===== src/rtl/int_ctrl.sv =====
// Fixed-priority nested interrupt controller.
// Lines latch into a pending register, either on a rising edge or while held
// high. The highest enabled pending line is offered to the control unit only
// when it outranks the highest line already in service. An accepted call moves
// that line from pending to in-service, and return-from-interrupt retires the
// highest in-service line. Line N_IRQ-1 has the highest priority.
module int_ctrl #(
  parameter int N_IRQ   = 8,  // 2..16 interrupt lines
  parameter int VEC_W   = 3,  // 2**VEC_W >= N_IRQ
  parameter int DEPTH_W = 4,  // 2**DEPTH_W > N_IRQ
  parameter int EDGE    = 1   // 1 = rising-edge capture, 0 = level capture
) (
  input  logic               clk,
  input  logic               reset,       // asynchronous, active low
  input  logic [N_IRQ-1:0]   irq_in,
  input  logic               mask_we,
  input  logic [N_IRQ-1:0]   mask_din,
  input  logic               irq_ack,
  input  logic               reti,
  output logic               irq_req,
  output logic [VEC_W-1:0]   irq_vec,
  output logic [N_IRQ-1:0]   irq_onehot,
  output logic [N_IRQ-1:0]   isr_onehot,
  output logic [DEPTH_W-1:0] nest_depth,
  output logic [N_IRQ-1:0]   pending,
  output logic [N_IRQ-1:0]   in_service
);

  // Registered state and its next-state values
  logic [N_IRQ-1:0] irq_q, irq_d;
  logic             armed_q, armed_d;
  logic [N_IRQ-1:0] mask_q, mask_d;
  logic [N_IRQ-1:0] pending_q, pending_d;
  logic [N_IRQ-1:0] in_service_q, in_service_d;

  // Decoded view of the registered state
  logic [N_IRQ-1:0] set_vec;
  logic [N_IRQ-1:0] enabled;
  logic             p_valid, s_valid;
  logic [VEC_W-1:0] p_idx, s_idx;
  logic [N_IRQ-1:0] p_oh, s_oh;
  logic             ack_fire, reti_fire;

  // Capture detection. In edge mode nothing is detected on the first edge
  // after reset, so irq_q can first take a copy of the lines: a line that was
  // already high when reset released is then not mistaken for a new edge.
  always_comb begin
    // NOTE: every signal assigned in a combinational block gets a default
    // first, so no path through the block leaves it holding a value (latch).
    set_vec = '0;
    if (EDGE != 0) begin
      if (armed_q) set_vec = irq_in & ~irq_q;
    end else begin
      set_vec = irq_in;
    end
  end

  // Priority encoders: P over enabled pending lines, S over in-service lines.
  // Scanning upward lets the highest set index win.
  always_comb begin
    enabled = pending_q & mask_q;
    p_valid = 1'b0;
    p_idx   = '0;
    s_valid = 1'b0;
    s_idx   = '0;
    for (int i = 0; i < N_IRQ; i++) begin
      if (enabled[i]) begin
        p_valid = 1'b1;
        p_idx   = VEC_W'(i);
      end
      if (in_service_q[i]) begin
        s_valid = 1'b1;
        s_idx   = VEC_W'(i);
      end
    end
    p_oh = N_IRQ'(1) << p_idx;
    s_oh = N_IRQ'(1) << s_idx;
  end

  // Request and vector outputs, derived only from registered state
  always_comb begin
    irq_req    = p_valid && (!s_valid || (p_idx > s_idx));
    irq_vec    = irq_req ? p_idx : '0;
    irq_onehot = irq_req ? p_oh  : '0;
    isr_onehot = s_valid ? s_oh  : '0;
  end

  // Nesting depth is the population count of the in-service register
  always_comb begin
    nest_depth = '0;
    for (int i = 0; i < N_IRQ; i++) begin
      nest_depth = nest_depth + DEPTH_W'(in_service_q[i]);
    end
  end

  // Next state. Ack and reti both act on the pre-edge P and S. Because an
  // accepted ack needs P > S, the two touch different in-service bits and the
  // depth stays the same when both happen. A new capture is OR-ed in after the
  // ack clear, so a set on the acknowledged line wins.
  always_comb begin
    ack_fire     = irq_ack & irq_req;
    reti_fire    = reti & s_valid;
    irq_d        = irq_in;
    armed_d      = 1'b1;
    mask_d       = mask_we ? mask_din : mask_q;
    pending_d    = pending_q;
    in_service_d = in_service_q;
    if (ack_fire) begin
      pending_d    = pending_d & ~p_oh;
      in_service_d = in_service_d | p_oh;
    end
    if (reti_fire) begin
      in_service_d = in_service_d & ~s_oh;
    end
    pending_d = pending_d | set_vec;
  end

  // State register. Reset clears all service state at once, and every line
  // becomes enabled again.
  always_ff @(posedge clk or negedge reset) begin
    if (!reset) begin
      irq_q        <= '0;
      armed_q      <= 1'b0;
      mask_q       <= '1;
      pending_q    <= '0;
      in_service_q <= '0;
    end else begin
      // NOTE: sequential state uses non-blocking assignments, so every
      // register samples its pre-edge inputs regardless of statement order.
      irq_q        <= irq_d;
      armed_q      <= armed_d;
      mask_q       <= mask_d;
      pending_q    <= pending_d;
      in_service_q <= in_service_d;
    end
  end

  assign pending    = pending_q;
  assign in_service = in_service_q;

endmodule


===== config.mk =====
export PLATFORM = sky130hd
export DESIGN_NAME = int_ctrl
export DESIGN_NICKNAME = d
export VERILOG_FILES = /design/src/rtl/int_ctrl.sv
export SDC_FILE = /design/constraint.sdc
export NUM_CORES = 1
export LEC_CHECK = 0
export ABC_CLOCK_PERIOD_IN_PS = 6350
export CAP_MARGIN = 20
export CORE_MARGIN = 2
export CORE_UTILIZATION = 47
export CTS_BUF_LIST = sky130_fd_sc_hd__clkbuf_4 sky130_fd_sc_hd__clkbuf_8 sky130_fd_sc_hd__clkbuf_16
export DETAILED_ROUTE_END_ITERATION = 8
export DONT_BUFFER_PORTS = 1
export HOLD_SLACK_MARGIN = 0.02
export PLACE_DENSITY = 0.69
export SLEW_MARGIN = 20
export SYNTH_ARGS = -nofsm -noshare
export SYNTH_HDL_FRONTEND = slang
export SYNTH_SLANG_ARGS = --single-unit

===== constraint.sdc =====
create_clock -name clk -period 6.35 [get_ports clk]
set_input_delay 0 -clock clk [delete_from_list [all_inputs] [get_ports clk]]
set_output_delay 0 -clock clk [all_outputs]
set_load 0.02 [all_outputs]

# After elaboration in Yosys (flattened, before gate mapping)
# Index checks and enable logic that the tools add are counted.
# op_classes
n_addsub,7
magnitude_cmp,1
n_shift,2
mux,37
n_bitwise,11
reduce_logical,3
# op_table
op,count
two-way mux 8 bit,6
two-way mux 3 bit,13
AND 8 bit,4
inverter 8 bit,3
two-way mux 1 bit,18
adder 4 x 1 -> 4 bit,4
bitwise OR 8 bit,2
"left shift 1 x 3 -> 8 bit, first input constant",2
adder 3 x 1 -> 4 bit,1
adder 2 x 1 -> 3 bit,1
greater-than comparator 3 bit,1
adder 1 x 1 -> 2 bit,1
AND 1 bit,2
logical AND 1 bit,1
zero test 1 bit,1
logical OR 1 bit,1
# totals
ff_bits,33
wordCells,66

# Longest topological paths before layout
# Gate-level depths: netlist of the first run.
# depth
word_depth,15
depth_mapped,11
mapped_depth_nobuf,10

# Least setup slack after synthesis of the first run
# OpenSTA, ideal clock, no wires.
# synth_path
kind,flip-flop to output port
startpoint,register in_service_q[0] (netlist: in_service[0])
endpoint,output nest_depth[2]
arrival_ns,2.947
t_required_ns,6.350
path_slack_ns,3.403
path_stages_with_launch,9
n_path_buf,0
path_cell_list,dfrtp_1 -> fa_1 -> inv_1 -> fa_1 -> fa_1 -> inv_1 -> ha_1 -> fa_1 -> xor2_1
# synth_between
elab_chain_cells,7
# synth_rtl
item,line_no,rtl
from (decl),34,"logic [N_IRQ-1:0] in_service_q, in_service_d;"
from (signal assigned),134,in_service_q <= in_service_d;
adder 1 x 1 -> 2 bit,92,nest_depth = nest_depth + DEPTH_W'(in_service_q[i]);
adder 2 x 1 -> 3 bit,92,
adder 3 x 1 -> 4 bit,92,
adder 4 x 1 -> 4 bit (4 in a row),92,
to (decl),24,"output logic [DEPTH_W-1:0] nest_depth,"
# Every way passes these cells.

# Final worst setup path of the first run
# layout_path
startpoint,register in_service_q[4] (netlist: in_service[4])
endpoint,register in_service_q[7] (netlist: in_service[7])
# layout_between
elab_chain_cells,11
word_cells_on_any_way,19
cone_classes,order compare: 1; shift: 1; mux: 10; bitwise: 4; reduce/logical: 3
# layout_rtl
item,line_no,rtl
two-way mux 3 bit / two-way mux 1 bit (equally long branches) (4 in a row),71,if (in_service_q[i]) begin
greater-than comparator 3 bit / zero test 1 bit (equally long branches),82,irq_req = p_valid && (!s_valid || (p_idx > s_idx));
logical OR 1 bit,82,
logical AND 1 bit,82,
AND 1 bit,101,ack_fire = irq_ack & irq_req;
two-way mux 8 bit,108,if (ack_fire) begin
AND 8 bit,113,in_service_d = in_service_d & ~s_oh;
two-way mux 8 bit *,112,if (reti_fire) begin
named net in_service_d[7],34,
# Mark *: on every way through the listed nets, which the timed path passes. The rest lies on a longest branch.
# A chain may end at the register's enable or synchronous reset.

==> results of run 1 <==
==> cell usage after synthesis, types with 2 or more instances <==
| master | count |
|---|---|
| a21oi_1 | 12 |
| a22o_1 | 2 |
| a32o_1 | 2 |
| buf_2 | 2 |
| clkbuf_1 | 4 |
| dfrtp_1 | 25 |
| dfstp_2 | 8 |
| fa_1 | 4 |
| ha_1 | 6 |
| inv_1 | 23 |
| mux2_2 | 8 |
| nand2_1 | 19 |
| nand3_1 | 7 |
| nand3b_1 | 5 |
| nand4_1 | 3 |
| nor2_1 | 16 |
| nor2b_1 | 3 |
| nor3_1 | 6 |
| nor3_2 | 3 |
| o211a_1 | 2 |
| o211ai_1 | 4 |
| o21ai_0 | 4 |
| o21ai_1 | 2 |
| o22ai_1 | 2 |
==> area by class of cell <==
| cell class | instances | area, µm² | area share |
|---|---|---|---|
| multi-input combinational | 141 | 1037 | 0.4260 |
| sequential | 33 | 835.8 | 0.3433 |
| timing repair buffer | 30 | 310.3 | 0.1274 |
| clock buffer | 8 | 97.59 | 0.04008 |
| inverter | 24 | 91.34 | 0.03751 |
| tap | 50 | 62.56 | 0.02569 |
==> layer usage <==
layer,track usage,up-vias,part of all wire
met5,0,-,0
met4,0.05447,0,0.013
met3,0.06541,6,0.069
met2,0.3697,55,0.50
met1,0.2728,781,0.42
li1,-,794,-
==> sequential cells by signal, indices dropped and copies added, names as in the netlist <==
| signal | cells |
|---|---|
| armed_q | 1 |
| in_service | 8 |
| irq_q | 8 |
| mask_q | 8 |
| pending | 8 |
==> cell usage in the layout (no fill, tap or decap), types with 3 or more instances in the layout <==
master	instances
nand4_1	3
nand2_1	19
dlygate4sd3_1	29
a21oi_1	12
inv_1	23
ha_1	6
o21ai_0	4
nor3_1	6
clkbuf_8	6
nor2b_1	3
nand3b_1	5
dfstp_2	8
fa_1	4
dfrtp_1	25
o211ai_1	4
nor3_2	3
mux2_2	8
nand3_1	7
nor2_1	16
==> worst max-delay path: cells and delay by family (launching register included) <==
family                     cells  cell delay, ns
and+or+nand+nor                2            0.49
adders and majority gates      1            0.31
DFF                            1            0.51
AOI/OAI and AO/OA              5            1.25
buffers and inverters          3            0.89
==> through the flow <==
stage	worst slack, ns	std cells	hold WS, ns
finish	2.789	286	0.1730
CTS	2.781	286	0.1825
floorplan	3.403	205	-0.2956
global route	2.560	286	0.2010
detailed placement	3.202	248	-0.2947
global placement	3.218	248	-0.2947
==> power by group <==
| group | leakage, nW | internal [mW] | switching (mW) |
|---|---|---|---|
| sequential | 0.374 | 0.261 | 0.124 |
| clock | 0.0523 | 0.0969 | 0.0754 |
| combinational | 0.654 | 0.291 | 0.625 |
==> kinds of logic after synthesis <==
family / count (synthesis) / share of synthesized area
muxes: 8 / 0.04503
xor gates and xnor gates: 1 / 0.004379
adders and majority gates: 10 / 0.07755
and+or+nand+nor: 73 / 0.1976
DFF: 33 / 0.4178
buffers and inverters: 31 / 0.06378
other: 1 / 0.001874
AOI/OAI and AO/OA: 48 / 0.1920
==> worst max path at each step <==
stage,end,slack (ns)
floorplan,nest_depth[2],3.40
global placement,irq_onehot[0],3.22
detailed placement,irq_onehot[0],3.20
CTS,in_service[7],2.78
global route,in_service[7],2.56
finish,in_service[7],2.79
==> run summary, run 1 <==
Inserted Diodes = 0
crit path launch = in_service[4]
Reg clk slew, reported paths = 0.07 ns
Worst slew margin = 0.5298
final hold vios = 0
FILL cells = 353
Synth Warn # = 0
# H-tree levels = 2
status = finished, final reports clean
Top FF cell, synth = dfrtp_1
crit path kind = reg -> reg
Synth Area per Inst = 9.759 µm²
Die ar. = 4795 µm²
CP Data Required Time = 6.53 ns
Tightest Pin Transition = 0.6999 ns
Total Wirelength = 5.031 mm
CTS tree = yes
Worst Skew = 0.01471 ns
gr ovfl total = 0
cts bufs inserted = 5
crit-path max cell delay = 0.58 ns
Clock Sink Count = 33
Initial DRC Count = 107
CTS hold repair buffers = 30
vias in the first global route = 1663
wire length of the first global-routing pass = 8.307 mm
fraction of registers with async set/reset = 1.000
PortBufs = 0
worst hold path type = in -> async
CTS root buffer = clkbuf_8
RSZ-0062 raised after global routing = false
Post-Place Cell Area = 2027 µm²
FF-to-FF setup slack = 2.79 ns
Global Route Usage Sum = 0.2182
max-cap violations = 0
Pins Over Slew Limit = 0
Critical Path Fanout Max = 16
# setup viols final = 0
post-DP HPWL = 3.510 mm
initial antenna violation count = 0
EDFF count, synth = 0
Final nets = 266
Final Cell Area = 2435 µm²
top cell type's share of synthesized area = 0.3127
post-CTS resize count = 0
FF-to-FF path depth = 11
layout cells sized above 1 = 0.1653
largest net degree at the start of global routing = 34
Synth Net Count = 236
Boundary Pins = 61
most frequent CP cell = inv_1
Row Count = 23
min Tclk post-route = 3.561 ns
Vias/cell = 5.720
worst-skew pair later-pin latency = 0.29 ns
cell accounting for the most synthesized area = dfrtp_1
RePlAce Congestion = 0.8207
final core area utilization = 0.6001
top post-synthesis cells by area = dfrtp_1 31%, dfstp_2 11%, mux2_2 4.5%
P per Cell Area = 605.1 nW/µm²
period utilization = 0.5608
total power draw = 1.473 mW
CP Capture Type = flop
die span in x = 69.25 µm
Slowest cell on crit path = dlygate4sd3_1
Initial Utilization = 0.4931
Setup Fix Bufs, Post-CTS = 0
register area share after synthesis = 0.4178
clock buffer depth = 2
count of different cell masters after synthesis = 57
Area growth syn-to-layout = 21.70%
r2r startpoint = in_service[4]
die height = 69.25 µm
FF-to-FF End = in_service[7]
via count = 1636
critical path arrival = 3.74 ns
Max Freq = 280.8 MHz
crit-path cells = inv_1 -> a221o_1 -> a21oi_1 -> inv_1 -> ha_1 -> nand2_1 -> a32oi_2 -> o311ai_4 -> nor2_4 -> o22ai_1 -> dlygate4sd3_1
DRT antenna net count = 0
peak supply drop = 0.3963 mV
DR pass1 iterations = 4
startpoint types = flop
core footprint = 4058 µm²
Yosys reg bits = 33
Post-Syn Instances = 205
Pleak = 1.080 nW
DRC = 0
Routed wire per std cell = 17.59 µm
Setup TNS = 0 ns
mapped cell area = 2001 µm²
Power figures use the tool's default switching activity.
==> inputs of run 2 (changes only) <==
Settings changed: ABC_CLOCK_PERIOD_IN_PS 6350 to 3700.
Clock period 6.35 ns to 3.7 ns, I/O delays scaled along.
==> run summary, run 2 (synthesis results as in run 1) <==
Global Route Usage Sum = 0.2246
Routed wire per std cell = 17.66 µm
clock buffer depth = 2
layout cells sized above 1 = 0.1860
Pleak = 1.118 nW
Tightest Pin Transition = 0.6890 ns
post-DP HPWL = 3.660 mm
Row Count = 23
DRT antenna net count = 0
met2 Use GR = 0.3761
largest net degree at the start of global routing = 34
cts bufs inserted = 5
startpoint types = flop
DRC = 0
most frequent CP cell = inv_1
crit-path cells = inv_1 -> a221o_1 -> a21oi_1 -> inv_1 -> ha_1 -> nor2_1 -> o2111ai_1 -> o311ai_4 -> nor2_4 -> buf_4 -> nor3_2
DR pass1 iterations = 4
sum of buffers and inverters on the critical path = 3
Reg clk slew, reported paths = 0.07 ns
core footprint = 4058 µm²
P per Cell Area = 1089 nW/µm²
Total Wirelength = 5.156 mm
Initial DRC Count = 129
Vias/cell = 5.733
PortBufs = 0
Setup TNS = 0 ns
critical path arrival = 3.38 ns
commonest cells after routing, fill and taps aside = 29 x dlygate4sd3_1, 25 x dfrtp_1, 23 x inv_1
Final Cell Area = 2502 µm²
die span in x = 69.25 µm
Worst slew margin = 0.5371
CTS tree = yes
Boundary Pins = 61
crit-path max cell delay = 0.51 ns
CP Capture Type = output pin
crit path kind = reg -> out
CP top delay family = compound AO/OA/AOI/OAI gates
max-cap violations = 0
Inserted Diodes = 0
multi-input logic area = 1037 µm²
Slowest cell on crit path = dfrtp_1
Final nets = 272
RSZ-0062 raised after global routing = false
post-CTS resize count = 0
final hold vios = 0
CTS root buffer = clkbuf_8
wire length of the first global-routing pass = 8.487 mm
initial antenna violation count = 0
via count = 1674
Post-Place Cell Area = 2042 µm²
commonest non-fill, non-tap cell in the layout = dlygate4sd3_1
Max Freq = 296.0 MHz
M1 GR Usage = 0.2849
Die ar. = 4795 µm²
Area growth syn-to-layout = 25.08%
Critical Path Fanout Max = 8
period utilization = 0.9130
Initial Utilization = 0.4931
status = finished, final reports clean
# setup viols final = 0
min Tclk post-route = 3.378 ns
worst-skew pair later-pin latency = 0.29 ns
FF+latch area = 835.8 µm²
# H-tree levels = 2
die height = 69.25 µm
grt peak-use layer = met2
worst hold path type = in -> async
gr ovfl total = 0
vias in the first global route = 1680
Clock Sink Count = 33
met3 Use GR = 0.07267
CP Data Required Time = 3.70 ns
Pins Over Slew Limit = 0
peak supply drop = 0.5192 mV
Worst Skew = 0.006386 ns
RePlAce Congestion = 0.8537
FILL cells = 344
[run 2: metrics by stage]
step | setup WS, ns | hold slack (ns) | instances | util | power [mW]
2_1_floorplan | 0.7534 | -0.2956 | 205 | - | 1.982
3_3_place_gp | 0.6950 | -0.2946 | 250 | 0.5032 | 2.178
3_5_place_dp | 0.6050 | -0.2946 | 250 | 0.5032 | 2.203
4_1_cts | 0.1400 | 0.1612 | 288 | 0.6093 | 2.619
5_1_grt | 0.09663 | 0.1947 | 292 | 0.6167 | 2.931
6_report | 0.3218 | 0.1831 | 292 | 0.6167 | 2.725
[run 2: worst register-to-register path: stages (launching register included)]
cell and delay (ns):
dfrtp_1 0.51, inv_1 0.18, a221o_1 0.39, a21oi_1 0.32, inv_1 0.14, ha_1 0.31, nand2_1 0.06, a32oi_2 0.23
o311ai_4 0.19, nor2_4 0.22, o22ai_1 0.11, dlygate4sd3_1 0.56
[run 2: power breakdown]
part           total (mW)  switching [mW]  internal [mW]
clock               0.357           0.138          0.219
combinational        1.73            1.12          0.605
sequential          0.641           0.192          0.449
total                2.73            1.45           1.27
[run 2: timing repair]
action                     CTS  global route
hold endpoints to repair    65             0
setup buffers                0             4
hold buffers                30             0
setup endpoints to repair    0             1
[run 2: final timing paths]
check                         startpoint            end  slack [ns]  depth (start not counted)
setup / recovery           in_service[4]  irq_onehot[1]        0.32                         11
hold / removal                     reset     pending[3]        0.18                          2
setup reg to reg           in_service[4]  in_service[7]        0.37                         11
hold reg to reg                 irq_q[6]     pending[6]        0.43                          1
max in group asynchronous          reset      mask_q[7]        3.27                          2
min in group clk               irq_in[5]       irq_q[5]        0.29                          1
[run 2: layout make-up]
type                    count  area share
repair buffers             36      0.1420
flip-flops and latches     33      0.3340
well taps                  50     0.02500
clock buffers               6     0.03300
inverters                  24     0.03650
clock inverters             2     0.01500
multi-input cells         141      0.4145
[run 2: routing by layer]
metal | share of wire | wire, µm | vias up
met5 | 0 | 0 | -
met2 | 0.50 | 2570 | 57
met4 | 0.0091 | 47 | 0
met3 | 0.067 | 345 | 6
li1 | - | - | 803
met1 | 0.43 | 2192 | 808
==> inputs of run 3 (changes only) <==
Settings changed: CORE_MARGIN 2 to default.
==> run summary, run 3 (synthesis results as in run 1) <==
crit path kind = reg -> out
met1 wire length = 2.215 mm
Final WS setup = 0.3183 ns
initial antenna violation count = 0
Initial Utilization = 0.4931
worst hold path type = in -> async
Boundary Pins = 61
clock buffer depth = 2
Sw Share = 0.5413
final core area utilization = 0.6109
largest net degree at the start of global routing = 34
DRC = 0
Vias/cell = 5.765
CP top delay family = compound AO/OA/AOI/OAI gates
Setup TNS = 0 ns
gr ovfl total = 0
DR WL met3 = 379 µm
Slowest cell on crit path = dfrtp_1
Max Freq = 295.7 MHz
Worst slew margin = 0.5482
P_sw = 1.459 mW
# H-tree levels = 2
CP Capture Type = output pin
period utilization = 0.9140
PortBufs = 0
Clock power frac = 0.106
vias in the first global route = 1582
wire length of the first global-routing pass = 7.969 mm
CP Data Required Time = 3.70 ns
CTS tree = yes
P per Cell Area = 1088 nW/µm²
Tightest Pin Transition = 0.6726 ns
commonest non-fill, non-tap cell in the layout = dlygate4sd3_1
Area growth syn-to-layout = 23.89%
RSZ-0062 raised after global routing = false
final hold vios = 0
Clock Sink Count = 33
status = finished, final reports clean
cts bufs inserted = 5
peak supply drop = 0.4403 mV
worst slack, placed = 0.5951 ns
FF+latch area = 835.8 µm²
multi-input logic area = 1037 µm²
max-cap violations = 0
DRT antenna net count = 0
DR pass1 iterations = 5
Row Count = 23
via count = 1689
Total Wirelength = 5.061 mm
CTS root buffer = clkbuf_8
worst-skew pair later-pin latency = 0.29 ns
Pleak = 1.116 nW
Inserted Diodes = 0
Logic pwr share = 0.655
min Tclk post-route = 3.382 ns
Global Route Usage Sum = 0.2443
Pins Over Slew Limit = 0
die span in x = 67.25 µm
Sequential Power Share = 0.239
startpoint types = flop
Final nets = 273
RePlAce Congestion = 0.8355
post-CTS resize count = 0
crit-path max cell delay = 0.51 ns
Routed wire per std cell = 17.27 µm
Die ar. = 4522 µm²
Final Cell Area = 2479 µm²
Reg clk slew, reported paths = 0.07 ns
die height = 67.25 µm
# setup viols final = 0
Initial DRC Count = 153
post-DP HPWL = 3.675 mm
commonest cells after routing, fill and taps aside = 28 x dlygate4sd3_1, 25 x dfrtp_1, 23 x inv_1
FILL cells = 352
Int Power = 1.237 mW
sum of buffers and inverters on the critical path = 3
critical path arrival = 3.38 ns
crit-path cells = inv_1 -> a221o_1 -> a21oi_1 -> inv_1 -> ha_1 -> nor2_1 -> o2111ai_1 -> o311ai_4 -> nor2_4 -> buf_4 -> a21oi_1
Critical Path Fanout Max = 9
met2 routed WL = 2.381 mm
Worst Skew = 0.007106 ns
core footprint = 4058 µm²
Post-Place Cell Area = 2042 µm²
max layer used = met4
layout cells sized above 1 = 0.1934
-- run 3: metal layers --
metal / up-vias / GRT usage
li1: 804 / -
met1: 813 / 0.3150
met2: 65 / 0.3800
met3: 7 / 0.08615
met4: 0 / 0.08245
met5: - / 0
-- run 3: power by group through the flow --
stage               Combinational (mW)  Sequential [mW]  Clock, mW
detailed placement                1.56            0.649          0
CTS                               1.62            0.642      0.289
floorplan                         1.36            0.623          0
global route                      1.92            0.658      0.305
finish                            1.77            0.643      0.287
global placement                  1.53            0.646          0
-- run 3: stage by stage --
step | hold WS, ns | instances | total power [mW]
CTS | 0.1686 | 287 | 2.548
finish | 0.1510 | 293 | 2.696
global placement | -0.2950 | 250 | 2.179
detailed placement | -0.2949 | 250 | 2.211
floorplan | -0.2956 | 205 | 1.982
global route | 0.1657 | 293 | 2.885
-- run 3: worst paths after layout --
path,from,to,slack [ns],cells past startpoint
worst max-delay path,in_service[4],irq_vec[2],0.32,11
worst min-delay path,reset,in_service[3],0.15,2
worst max register to register,in_service[4],in_service[7],0.36,11
worst min register to register,irq_q[6],pending[6],0.44,1
max in group asynchronous,reset,mask_q[6],3.29,2
min in group clk,irq_in[6],irq_q[6],0.29,1
-- run 3: repair_timing --
| action | in CTS | in global routing |
|---|---|---|
| setup buffers | 0 | 6 |
| hold endpoints to repair | 65 | 0 |
| endpoints found under the setup margin | 0 | 1 |
| hold buffers | 29 | 0 |
-- run 3: cell type report --
class                      count  area share
timing repair buffer          37      0.1454
multi-input combinational    141      0.4185
clock buffer                   8     0.03685
tap                           50     0.02524
sequential                    33      0.3372
inverter                      24     0.03685
